<file path="config.mk">
export PLATFORM = sky130hd
export DESIGN_NAME = pipeline_hazard_ctrl
export DESIGN_NICKNAME = d
export VERILOG_FILES = /design/src/rtl/pipeline_hazard_ctrl.sv
export SDC_FILE = /design/constraint.sdc
export NUM_CORES = 1
export LEC_CHECK = 0
export CAP_MARGIN = 20
export CORE_MARGIN = 8
export CORE_UTILIZATION = 39
export DETAILED_ROUTE_END_ITERATION = 7
export GPL_TIMING_DRIVEN = 0
export HOLD_SLACK_MARGIN = 0.12
export PLACE_DENSITY = 0.95
export SLEW_MARGIN = 10
export SYNTH_ARGS = -nofsm -noshare
export SYNTH_HDL_FRONTEND = slang
export SYNTH_SLANG_ARGS = --single-unit
</file>
<file path="constraint.sdc">
create_clock -name Clk -period 5.3 [get_ports Clk]
set_clock_uncertainty 0.2 [all_clocks]
set_input_delay 0.795 -clock Clk [delete_from_list [all_inputs] [get_ports Clk]]
set_output_delay 0.795 -clock Clk [all_outputs]
set_load 0.02 [all_outputs]
</file>
<file path="src/rtl/pipeline_hazard_ctrl.sv">
// Pipeline sequencing controller: load-use bubble insertion, branch/jump
// redirect with younger-stage squash, data-memory wait freeze, and
// saturating debug counters for stall cycles and redirect events.
module pipeline_hazard_ctrl #(
    parameter int unsigned MEM_LATENCY = 1,
    parameter int unsigned CNT_W       = 16
) (
    input  logic             Clk,
    input  logic             Rst,
    input  logic [4:0]       ID_Rs,
    input  logic [4:0]       ID_Rt,
    input  logic             ID_UsesRt,
    input  logic             ID_EX_MemRead,
    input  logic [4:0]       ID_EX_Rd,
    input  logic             EX_MEM_Branch,
    input  logic             EX_MEM_ALUZero,
    input  logic             EX_MEM_Jump,
    input  logic [31:0]      EX_MEM_BranchAddr,
    input  logic [31:0]      EX_MEM_JumpAddr,
    input  logic             EX_MEM_MemRead,
    input  logic             EX_MEM_MemWrite,
    output logic             PC_Write,
    output logic             PC_Redirect,
    output logic [31:0]      PC_Target,
    output logic             IF_ID_Write,
    output logic             ID_EX_Write,
    output logic             EX_MEM_Write,
    output logic             IF_ID_Flush,
    output logic             ID_EX_Flush,
    output logic             EX_MEM_Flush,
    output logic             MEM_WB_Flush,
    output logic [CNT_W-1:0] StallCycles,
    output logic [CNT_W-1:0] FlushEvents
);

    localparam int unsigned WAIT_W   = 4;
    localparam bit          USE_WAIT = (MEM_LATENCY > 1);
    // Entry cycle is itself a hold cycle, so the counter starts two short.
    localparam logic [WAIT_W-1:0] WAIT_INIT =
        USE_WAIT ? WAIT_W'(MEM_LATENCY - 2) : WAIT_W'(0);
    localparam logic [CNT_W-1:0]  CNT_MAX = {CNT_W{1'b1}};

    typedef enum logic {
        ST_RUN      = 1'b0,
        ST_MEM_WAIT = 1'b1
    } state_t;

    state_t            state;
    state_t            state_nxt;
    logic [WAIT_W-1:0] wait_cnt;
    logic [WAIT_W-1:0] wait_cnt_nxt;

    logic redirect;
    logic mem_op;
    logic load_use;

    // Hazard conditions decoded from the current stage contents.
    assign redirect = (EX_MEM_Branch & EX_MEM_ALUZero) | EX_MEM_Jump;
    assign mem_op   = EX_MEM_MemRead | EX_MEM_MemWrite;
    assign load_use = ID_EX_MemRead && (ID_EX_Rd != 5'd0) &&
                      ((ID_EX_Rd == ID_Rs) || (ID_UsesRt && (ID_EX_Rd == ID_Rt)));

    // State and wait-counter register.
    always_ff @(posedge Clk) begin
        if (Rst) begin
            state    <= ST_RUN;
            wait_cnt <= '0;
        end else begin
            state    <= state_nxt;
            wait_cnt <= wait_cnt_nxt;
        end
    end

    // Next-state logic; redirect suppresses a same-cycle wait entry.
    always_comb begin
        state_nxt    = state;
        wait_cnt_nxt = wait_cnt;
        case (state)
            ST_RUN: begin
                if (!redirect && mem_op && USE_WAIT) begin
                    state_nxt    = ST_MEM_WAIT;
                    wait_cnt_nxt = WAIT_INIT;
                end
            end
            ST_MEM_WAIT: begin
                if (wait_cnt != '0) begin
                    wait_cnt_nxt = wait_cnt - WAIT_W'(1);
                end else begin
                    state_nxt = ST_RUN;
                end
            end
            default: begin
                state_nxt    = ST_RUN;
                wait_cnt_nxt = '0;
            end
        endcase
    end

    // Pipeline control outputs; reset and the release cycle use the normal set.
    always_comb begin
        PC_Write     = 1'b1;
        PC_Redirect  = 1'b0;
        PC_Target    = 32'd0;
        IF_ID_Write  = 1'b1;
        ID_EX_Write  = 1'b1;
        EX_MEM_Write = 1'b1;
        IF_ID_Flush  = 1'b0;
        ID_EX_Flush  = 1'b0;
        EX_MEM_Flush = 1'b0;
        MEM_WB_Flush = 1'b0;
        if (!Rst) begin
            case (state)
                ST_RUN: begin
                    if (redirect) begin
                        PC_Redirect  = 1'b1;
                        PC_Target    = EX_MEM_Jump ? EX_MEM_JumpAddr : EX_MEM_BranchAddr;
                        IF_ID_Flush  = 1'b1;
                        ID_EX_Flush  = 1'b1;
                        EX_MEM_Flush = 1'b1;
                    end else if (mem_op && USE_WAIT) begin
                        PC_Write     = 1'b0;
                        IF_ID_Write  = 1'b0;
                        ID_EX_Write  = 1'b0;
                        EX_MEM_Write = 1'b0;
                        MEM_WB_Flush = 1'b1;
                    end else if (load_use) begin
                        PC_Write    = 1'b0;
                        IF_ID_Write = 1'b0;
                        ID_EX_Flush = 1'b1;
                    end
                end
                ST_MEM_WAIT: begin
                    if (wait_cnt != '0) begin
                        PC_Write     = 1'b0;
                        IF_ID_Write  = 1'b0;
                        ID_EX_Write  = 1'b0;
                        EX_MEM_Write = 1'b0;
                        MEM_WB_Flush = 1'b1;
                    end
                end
                default: ;
            endcase
        end
    end

    // Saturating debug counters for stalled cycles and redirects.
    always_ff @(posedge Clk) begin
        if (Rst) begin
            StallCycles <= '0;
            FlushEvents <= '0;
        end else begin
            if (!PC_Write && (StallCycles != CNT_MAX)) begin
                StallCycles <= StallCycles + CNT_W'(1);
            end
            if (PC_Redirect && (FlushEvents != CNT_MAX)) begin
                FlushEvents <= FlushEvents + CNT_W'(1);
            end
        end
    end

endmodule

</file>
* Word-level counts from Yosys, hierarchy flattened
Index checks and enable logic that the tools add are counted.
Cells by class: mux-type cells 21, bitwise gates (word level) 3, add/subtract/negate cells 3, reductions and logical operators 10, eq/ne operators 4
Operators by type and width (count):
- $mux W32 | 4
- $add A16 B1 Y16 const B | 2
- $ne A16 B16 Y1 const B | 2
- $mux W1 | 16
- $eq A5 B5 Y1 | 2
- $logic_and A1 B1 Y1 | 5
- $reduce_bool A5 Y1 | 1
- $reduce_bool A4 Y1 | 1
- $sub A4 B1 Y4 const B | 1
- $pmux W1 S2 | 1
- $reduce_and A2 Y1 | 1
- $and A1 B1 Y1 | 1
- $logic_not A1 Y1 | 1
- $logic_or A1 B1 Y1 | 1
- $not A1 Y1 | 1
- $or A1 B1 Y1 | 1
Storage, ports and cells: bits of input ports 88, logic and storage cells 45, register bits 37

* Logic depth before layout (Yosys ltp)
Gate-level depths: netlist (run 1).
depth in word-level cells 10, depth in mapped cells 10, depth with buffers taken out 9

* Least setup slack after synthesis (run 1)
OpenSTA, ideal clock, no wires.
kind input-to-output, start in ID_EX_Rd[1], end out PC_Write, path slack 2.078 ns, cell stages on the path 7, path buffers 2, data arrival time 2.227 ns, cells stage by stage or4_1 > nor2_1 > nor4b_2 > a31o_2 > buf_6 > inv_1 > buf_4
On the way: longest elaborated chain between the ends 8, elaborated cells on any way between the ends 11, classes of those cells eq/ne: 2; mux: 4; reduce/logical: 5
Ends and longest elaborated chain:
- start, declared | line 14 | input logic [4:0] ID_EX_Rd,
- $eq A5 B5 Y1 | line 61 | ((ID_EX_Rd == ID_Rs) || (ID_UsesRt && (ID_EX_Rd == ID_Rt)));
- $logic_and A1 B1 Y1 | line 61
- $logic_or A1 B1 Y1 | line 61
- $logic_and A1 B1 Y1 * | line 60 | assign load_use = ID_EX_MemRead && (ID_EX_Rd != 5'd0) &&
- $mux W1 * (2 in series)
- $pmux W1 S2 *
- $mux W1 *
- end, declared | line 22 | output logic PC_Write,
Mark *: on every way between the ends. The rest lies on a longest branch, timed or not.

* Worst setup path in the final report (run 1)
start in ID_EX_Rd[2], end out PC_Write
On the way: longest elaborated chain between the ends 8, elaborated cells on any way between the ends 11, classes of those cells eq/ne: 2; mux: 4; reduce/logical: 5
Ends and longest elaborated chain:
- $eq A5 B5 Y1 | line 61
- $logic_and A1 B1 Y1 | line 61
- $logic_or A1 B1 Y1 | line 61
- $logic_and A1 B1 Y1 * | line 60
- $mux W1 * | line 126 | end else if (load_use) begin
- $mux W1 * | line 114 | if (redirect) begin
- $pmux W1 S2 * | line 112 | case (state)
- $mux W1 * | line 111 | if (!Rst) begin
Marked as above.

==> metrics.md, run 1 <==
| Metric | Value |
|---|---|
| Status | completed |
| Pwr per Cell Area | 173.2 mW/mm2 |
| Antenna-violating nets left | 0 |
| Cts bufs inserted | 5 |
| Final-report setup violation count | 0 |
| Cells after Synth | 289 |
| Total power | 723.5 uW |
| Slew Limit Fails | 0 |
| Placer Congestion | 0.8841 |
| Critical path class | input pin to output port |
| WL final | 9.150 mm |
| Die Area | 0.008896 mm2 |
| Vias per inst | 4.941 |
| Placed Instances | 521 |
| CTS resizes | 0 |
| Vias in the first global route | 2620 |
| Startpoint Class | input pin |
| Critical Path RT | 4.30 ns |
| Yosys cell types | 39 |
| DRC | 0 |
| Rows | 28 |
| F_max | 237.1 MHz |
| PortBufs | 157 |
| Synth top area share | 30.96% |
| Fillers | 456 |
| Clk_lat worst skew | 0.29 ns |
| Setup Buffers After CTS | 0 |
| Syn Nets | 380 |
| Clock root buffer | clkbuf_8 |
| Clock Sink Count | 37 |
| Synth top area cells | dfxtp_1 31%, mux2i_1 14%, nor2_1 11% |
| Critical Path End Type | output port |
| Post-route cell area | 0.004178 mm2 |
| Area delta synth->final | 74.63% |
| Fin crit share | 79.59% |
| WL per Instance | 17.30 um |
| HP Class | flop to flop |
| Commonest cells in the netlist | 73 x nor2_1, 37 x dfxtp_1, 34 x mux2i_1 |
| Starting density of the core | 40.41% |
| Number of synthesized flops with an enable pin | 0 |
| #FFs+latches synth | 37 |
| Asr flop ratio synth | 0% |
| Worst Tran Pin Value | 0.6907 ns |
| Worst Path Max Fanout | 10 |
| Mapped cell area | 0.002392 mm2 |
| Antenna diodes | 0 |
| Mean area per synthesized cell | 8.278 um2 |
| Multi-input gate area | 0.001504 mm2 |
| Post-synth top area cell | dfxtp_1 |
| Clock transition at path regs | 0.08 ns |
| Critical Path AT | 3.22 ns |
| CTS tree | yes |
| Largest net degree at the start of global routing | 13 |
| Chip width | 94.32 um |
| Post-layout nets | 544 |
| Post-route insts no fill | 529 |
| Hold-fix buffers at CTS | 0 |
| Min Tclk post-route | 4.218 ns |
| Hold slack final | 0.3095 ns |
| First-pass GRT wire length | 13.80 mm |
| Antenna violations before repair | 0 |
| Lkg Pwr | 0.001644 uW |
| Clk buf depth | 2 |
| Final number of hold-violating endpoints | 0 |
| DP HPWL | 7.719 mm |
| DRT Pass-1 Iters | 4 |
| DR iter-0 viols | 73 |
| Max-cap violations | 0 |
| Share of layout cells above drive strength 1 | 6.608% |
| Die Span Y | 94.32 um |
| DP Area | 0.004058 mm2 |
| Primary FF master, synth | dfxtp_1 |
| Seq/Total Area, Yosys | 30.96% |
| Register area | 740.7 um2 |
| Total Routing Usage GR | 19.66% |
| Worst VDD drop | 0.2194 mV |
| Max-slew headroom | 53.95% |
| Area of the core | 0.005921 mm2 |
| Setup_tns | 0 ns |
| Synth Warn # | 0 |
| RSZ-0062 raised after global routing | false |
| # IOs | 161 |
| Vias | 2614 |
| Overflow after GRT | 0 |
| Max H-tree Level | 2 |
| Count leader, synth | nor2_1 |
## state kept, by name (all words and copies together), names as in the netlist
register,flops
wait_cnt,4
StallCycles,16
state,1
FlushEvents,16
## where the power goes
group / internal [uW] / switching (uW)
Combinational: 111 / 79.9
Sequential: 279 / 1.55
Clock: 153 / 98.6
Total: 543 / 180
## metal layers
metal,up-vias,global-route usage (%),wire length (um)
met5,-,0,0
met4,0,4.624,92
met3,9,5.835,783
met2,96,36.15,4656
met1,1210,21.42,3617
li1,1299,-,-
## stage by stage
stage / util [%] / setup WS, ns
after global routing: 70.56 / 0.9981
after floorplan: - / 2.078
after detailed placement: 68.53 / 1.069
after CTS: 70.56 / 1.071
after global placement: 68.53 / 1.100
final: 70.56 / 1.082
## cells in the final DEF, fill, tap and decap left out, types with 2 or more instances in the layout
cell type,netlist,routed
nand4_1,6,6
xor2_1,23,23
a21oi_1,4,4
and3_1,8,8
mux2i_1,34,34
buf_4,4,4
o31ai_1,2,2
ha_1,3,3
and2_1,2,2
nand2_1,11,11
nor2_1,73,73
inv_1,7,7
clkbuf_8,1,7
xnor2_1,17,17
buf_6,3,3
and3_2,2,2
nor4_1,2,2
or4_1,3,3
nand3_1,19,19
dfxtp_1,37,37
clkbuf_1,9,9
clkdlybuf4s50_1,0,157
or3_1,2,2
## final timing paths
check	cells past startpoint	start	slack [ns]	to
worst min register to register	2	StallCycles[9]	0.31	StallCycles[9]
worst max register to register	10	wait_cnt[0]	3.05	StallCycles[7]
worst min-delay path	2	StallCycles[9]	0.31	StallCycles[9]
worst max-delay path	9	ID_EX_Rd[2]	1.08	PC_Write
## cells by family after synthesis
logic type / count (synthesis) / share of synthesized area (%)
simple gates: 137 / 28.35
xor+xnor: 40 / 14.64
flops: 37 / 30.96
compound gates: 12 / 4.079
mux: 34 / 14.23
buf+inv: 26 / 6.171
fa+ha+maj: 3 / 1.569
## worst max-delay path, stage by stage
cell	delay (ns)
clkdlybuf4s50_1	0.48
or4_1	0.54
nor2_1	0.13
nor4b_2	0.07
a31o_2	0.30
buf_6	0.15
inv_1	0.07
buf_4	0.10
clkdlybuf4s50_1	0.60
## layout make-up
cell class | count | area share, %
Tap cell | 75 | 2.246
Sequential cell | 37 | 17.73
Multi-Input combinational cell | 226 | 36.00
Clock inverter | 2 | 0.8985
Clock buffer | 6 | 1.977
Buffer | 18 | 2.785
Inverter | 8 | 0.7487
Timing Repair Buffer | 157 | 37.62
Power figures use the tool's default switching activity.
==> run 2: changes to the inputs <==
- CORE_UTILIZATION: 39 -> 33
- PLACE_DENSITY: 0.95 -> 0.86
- clock period: 5.3 -> 3.8 ns (I/O delays scaled with it)
==> run 2 against run 1 <==
  * Clock-buffer cell count is the same
  * Design area down 0.12%
  * Sequential share of layout area about the same
  * Register-to-register slack worse by 1.6 ns
==> metrics.md, run 2 (synthesis results as in run 1) <==
| Metric | Value |
|---|---|
| Worst Path Max Fanout | 10 |
| Hold endpoint | StallCycles[9] |
| # IOs | 161 |
| Largest regs | FlushEvents: 16 flops, StallCycles: 16 flops, wait_cnt: 4 flops |
| RSZ-0062 raised after global routing | false |
| Clock root buffer | clkbuf_8 |
| Die Span Y | 101.1 um |
| Critical Path RT | 3.03 ns |
| Vias in the first global route | 2750 |
| Status | completed |
| Post-layout nets | 544 |
| Chip width | 101.1 um |
| Commonest non-fill, non-tap cell in the layout | clkdlybuf4s50_1 |
| Rows | 31 |
| Clk buf depth | 2 |
| Lkg Pwr | 0.001632 uW |
| Vias per inst | 4.731 |
| Vias | 2616 |
| Share of layout cells above drive strength 1 | 6.388% |
| Total Routing Usage GR | 16.41% |
| Critical path class | input pin to output port |
| Area delta synth->final | 74.42% |
| Max H-tree Level | 2 |
| Cts bufs inserted | 5 |
| RR Endpoint | StallCycles[7] |
| Final-report setup violation count | 0 |
| Startpoint Class | input pin |
| Critical Path End Type | output port |
| Reg-to-reg startpoint | wait_cnt[0] |
| Min Tclk post-route | 3.676 ns |
| Overflow after GRT | 0 |
| Starting density of the core | 33.52% |
| Antenna diodes | 0 |
| CP startpoint | ID_EX_Rd[1] |
| CP Cell Sequence | clkdlybuf4s50_1, or4_1, nor2_1, nor4b_2, a31o_2, buf_6, inv_1, clkdlybuf4s50_1 |
| Area of the core | 0.007137 mm2 |
| Max-cap violations | 0 |
| Die Area | 0.01023 mm2 |
| Worst path bufs/invs | 4 |
| HP Class | flop to flop |
| CP most frequent cell | clkdlybuf4s50_1 |
| DP HPWL | 7.331 mm |
| Multi-input gate area | 0.001504 mm2 |
| Crit-path leading delay family | buffers and inverters |
| Commonest cells after routing, fill and taps aside | 156 x clkdlybuf4s50_1, 73 x nor2_1, 37 x dfxtp_1 |
| CTS tree | yes |
| WL per Instance | 15.97 um |
| Reg2Reg Depth | 10 |
| Hold path start | StallCycles[9] |
| Max-slew headroom | 52.42% |
| PortBufs | 157 |
| Clock transition at path regs | 0.07 ns |
| Worst Tran Pin Value | 0.7137 ns |
| Clock Sink Count | 37 |
| Setup_tns | 0 ns |
| Max incr delay on CP | 0.60 ns |
| F_max | 272.1 MHz |
| Worst hold stages | 2 |
| Total power | 921.4 uW |
| Final number of hold-violating endpoints | 0 |
| Fin crit share | 96.73% |
| Fillers | 660 |
| Largest net degree at the start of global routing | 12 |
| Setup Buffers After CTS | 0 |
| DRC | 0 |
| Pwr per Cell Area | 220.8 mW/mm2 |
| FF-to-FF setup slack | 1.47 ns |
| Antenna violations before repair | 0 |
| WL final | 8.830 mm |
| Critical Path AT | 2.91 ns |
| DRT Pass-1 Iters | 4 |
| Register area | 740.7 um2 |
| Slew Limit Fails | 0 |
| Clk_lat worst skew | 0.30 ns |
| DR iter-0 viols | 57 |
| Placer Congestion | 0.8373 |
| Worst VDD drop | 0.2028 mV |
| Antenna-violating nets left | 0 |
| Worst path slowest cell | clkdlybuf4s50_1 |
| First-pass GRT wire length | 13.59 mm |
run 2: area by class of cell:
class                      count  share of cell area (%)
inverter                       8                  0.7496
clock inverter                 2                  0.2399
multi-input combinational    226                   36.04
tap                           99                   2.969
clock buffer                   6                   1.739
timing repair buffer         157                   37.72
buffer                        18                   2.789
sequential                    37                   17.75
run 2: what timing repair did:
item / CTS / global route
gates resized for setup: 0 / 1
endpoints found under the setup margin: 0 / 1
hold buffers: 0 / 0
run 2: worst max path at each step:
stage	endpoint	slack, ns	cells after the start
2_1_floorplan	PC_Write	1.03	7
3_3_place_gp	PC_Write	0.06	9
3_5_place_dp	PC_Write	0.04	9
4_1_cts	PC_Write	0.03	9
5_1_grt	IF_ID_Write	0.06	8
6_report	IF_ID_Write	0.12	8
run 2: where the power goes:
| group | switching [uW] | internal (uW) |
|---|---|---|
| registers | 2.26 | 389 |
| clock network | 141 | 127 |
| logic | 107 | 155 |
| total | 250 | 672 |
run 2: metrics by stage:
stage	instances	hold WS, ns	worst slack (ns)	utilization [%]	cell area, um2
2_1_floorplan	289	0.2774	1.028	-	2392
3_3_place_gp	545	0.2912	0.05815	57.28	4088
3_5_place_dp	545	0.2970	0.03703	57.28	4088
4_1_cts	553	0.3133	0.03217	58.43	4170
5_1_grt	553	0.3457	0.05779	58.47	4173
6_report	553	0.3162	0.1243	58.47	4173
run 2: metal layers:
layer  global-route usage (%)  vias to the layer above  share of wire (%)
met3                    4.948                        6                9.5
met2                    30.16                      110                 50
met5                        0                        -                  0
met1                    18.01                     1205                 40
met4                    3.551                        0               0.69
li1                         -                     1295                  -
run 2: worst min-delay path: cells and delay by family, from the launching register on:
family	cells	cell delay (ns)
AO/OA/AOI/OAI	2	0.14
flip-flops	1	0.34
==> run 3: changes to the inputs <==
- CTS_BUF_LIST: default -> sky130_fd_sc_hd__clkbuf_8
- HOLD_SLACK_MARGIN: 0.12 -> 0.15
==> run 3 against run 2 <==
  * Global-route usage did not move
  * Maximum frequency barely moved
  * Clock-buffer cell count fell by 1
  * Non-clock buffer count did not move
  * Setup slack barely moved
  * Largest power group unchanged
  * Design area did not move
  * Register-to-register slack barely moved
  * Cell count did not move
  * First-iteration DRC count did not move
  * Utilization did not move
  * Clock power barely moved
==> metrics.md, run 3 (synthesis results as in run 1) <==
| Metric | Value |
|---|---|
| Status | completed |
| Reg-to-reg startpoint | wait_cnt[0] |
| DR iter-0 viols | 57 |
| Final core occ | 58.47% |
| Multi-input gate area | 0.001504 mm2 |
| WL per Instance | 15.96 um |
| Overflow after GRT | 0 |
| Cts bufs inserted | 5 |
| Antenna-violating nets left | 0 |
| CP startpoint | ID_EX_Rd[1] |
| Clock root buffer | clkbuf_8 |
| # IOs | 161 |
| Critical path class | input pin to output port |
| Max-slew headroom | 52.41% |
| WL final | 8.827 mm |
| Place WS | 0.03703 ns |
| Critical Path End Type | output port |
| Placer Congestion | 0.8373 |
| Pwr per Cell Area | 220.4 mW/mm2 |
| Worst VDD drop | 0.2058 mV |
| Post-layout nets | 544 |
| Antenna violations before repair | 0 |
| Lkg Pwr | 0.001636 uW |
| Worst Setup EP | IF_ID_Write |
| Worst Path Max Fanout | 10 |
| Setup_tns | 0 ns |
| Total Routing Usage GR | 16.41% |
| Die Span Y | 101.1 um |
| Vias | 2613 |
| Hold path start | StallCycles[9] |
| Chip width | 101.1 um |
| Critical Path AT | 2.91 ns |
| Largest net degree at the start of global routing | 12 |
| Die Area | 0.01023 mm2 |
| Clk buf depth | 2 |
| PortBufs | 157 |
| Area of the core | 0.007137 mm2 |
| Internal power | 668.8 uW |
| Antenna diodes | 0 |
| Register area | 740.7 um2 |
| Share of layout cells above drive strength 1 | 6.388% |
| Final-report setup violation count | 0 |
| Min Tclk post-route | 3.676 ns |
| Startpoint Class | input pin |
| Area delta synth->final | 74.42% |
| Clock transition at path regs | 0.07 ns |
| FF-to-FF setup slack | 1.47 ns |
| Setup WS post-layout | 0.1245 ns |
| Commonest cells after routing, fill and taps aside | 156 x clkdlybuf4s50_1, 73 x nor2_1, 37 x dfxtp_1 |
| F_max | 272.1 MHz |
| Fin crit share | 96.72% |
| CTS tree | yes |
| Max H-tree Level | 2 |
| Setup Buffers After CTS | 0 |
| Sw Ratio | 27.27% |
| Max-cap violations | 0 |
| Rows | 31 |
| Final number of hold-violating endpoints | 0 |
| Critical Path RT | 3.03 ns |
| DP HPWL | 7.331 mm |
| DRT Pass-1 Iters | 4 |
| Clk_lat worst skew | 0.30 ns |
| RSZ-0062 raised after global routing | false |
| Vias per inst | 4.725 |
| Largest regs | FlushEvents: 16 flops, StallCycles: 16 flops, wait_cnt: 4 flops |
| RR Endpoint | StallCycles[7] |
| Fillers | 660 |
| Starting density of the core | 33.52% |
| CTS resizes | 0 |
| Comb pwr share | 28.5% |
| Commonest non-fill, non-tap cell in the layout | clkdlybuf4s50_1 |
| Slew Limit Fails | 0 |
| Reg2Reg Depth | 10 |
| DRC | 0 |
| Hold-fix buffers at CTS | 0 |
| HP Class | flop to flop |
| Net switching power | 250.8 uW |
| Vias in the first global route | 2750 |
| Worst Tran Pin Value | 0.7138 ns |
| Clock Sink Count | 37 |
| Sequential group share of total power | 42.6% |
| First-pass GRT wire length | 13.59 mm |
| Clock Power Share | 28.9% |
run 3: cell count changes in the layout (fill, tap and decap cells not counted), sizes merged:
cell and change:
inv +1, clkbuf -1
run 3: how the worst min path moves through the flow:
stage / slack [ns] / endpoint / depth (start not counted)
floorplan: 0.28 / wait_cnt[1] / 2
global placement: 0.29 / StallCycles[13] / 2
detailed placement: 0.30 / StallCycles[9] / 2
CTS: 0.31 / StallCycles[9] / 2
global route: 0.35 / StallCycles[9] / 2
finish: 0.32 / StallCycles[9] / 2
run 3: layout make-up:
type,count,share of cell area (%)
clock inverters,3,0.3298
multi-input cells,226,36.04
well taps,99,2.969
clock buffers,5,1.649
inverters,8,0.7496
flip-flops and latches,37,17.75
plain buffers,18,2.789
repair buffers,157,37.72
run 3: power by group through the flow:
stage	registers (uW)	clock network, uW	logic (uW)
2_1_floorplan	403	0	105
3_3_place_gp	401	0	260
3_5_place_dp	401	0	263
4_1_cts	392	271	265
5_1_grt	392	287	280
6_report	392	266	262
run 3: metrics by stage:
stage	power, uW	std cells	hold WS [ns]	cell area, um2
after floorplan	507.9	289	0.2774	2392
after global placement	660.6	545	0.2912	4088
after detailed placement	664.1	545	0.2970	4088
after CTS	927.4	553	0.3133	4170
after global routing	958.3	553	0.3457	4173
final	919.6	553	0.3165	4173
run 3: worst max-delay path, stage by stage:
cell and delay (ns):
clkdlybuf4s50_1 0.47, or4_1 0.55, nor2_1 0.13, nor4b_2 0.07, a31o_2 0.29, buf_6 0.15
inv_1 0.06, clkdlybuf4s50_1 0.60
run 3: per-layer routing:
metal	track usage, %	vias up	part of all wire (%)
met5	0	-	0
met4	3.551	0	0.69
met3	4.948	6	9.4
met2	30.16	107	50
met1	18.01	1205	40
li1	-	1295	-
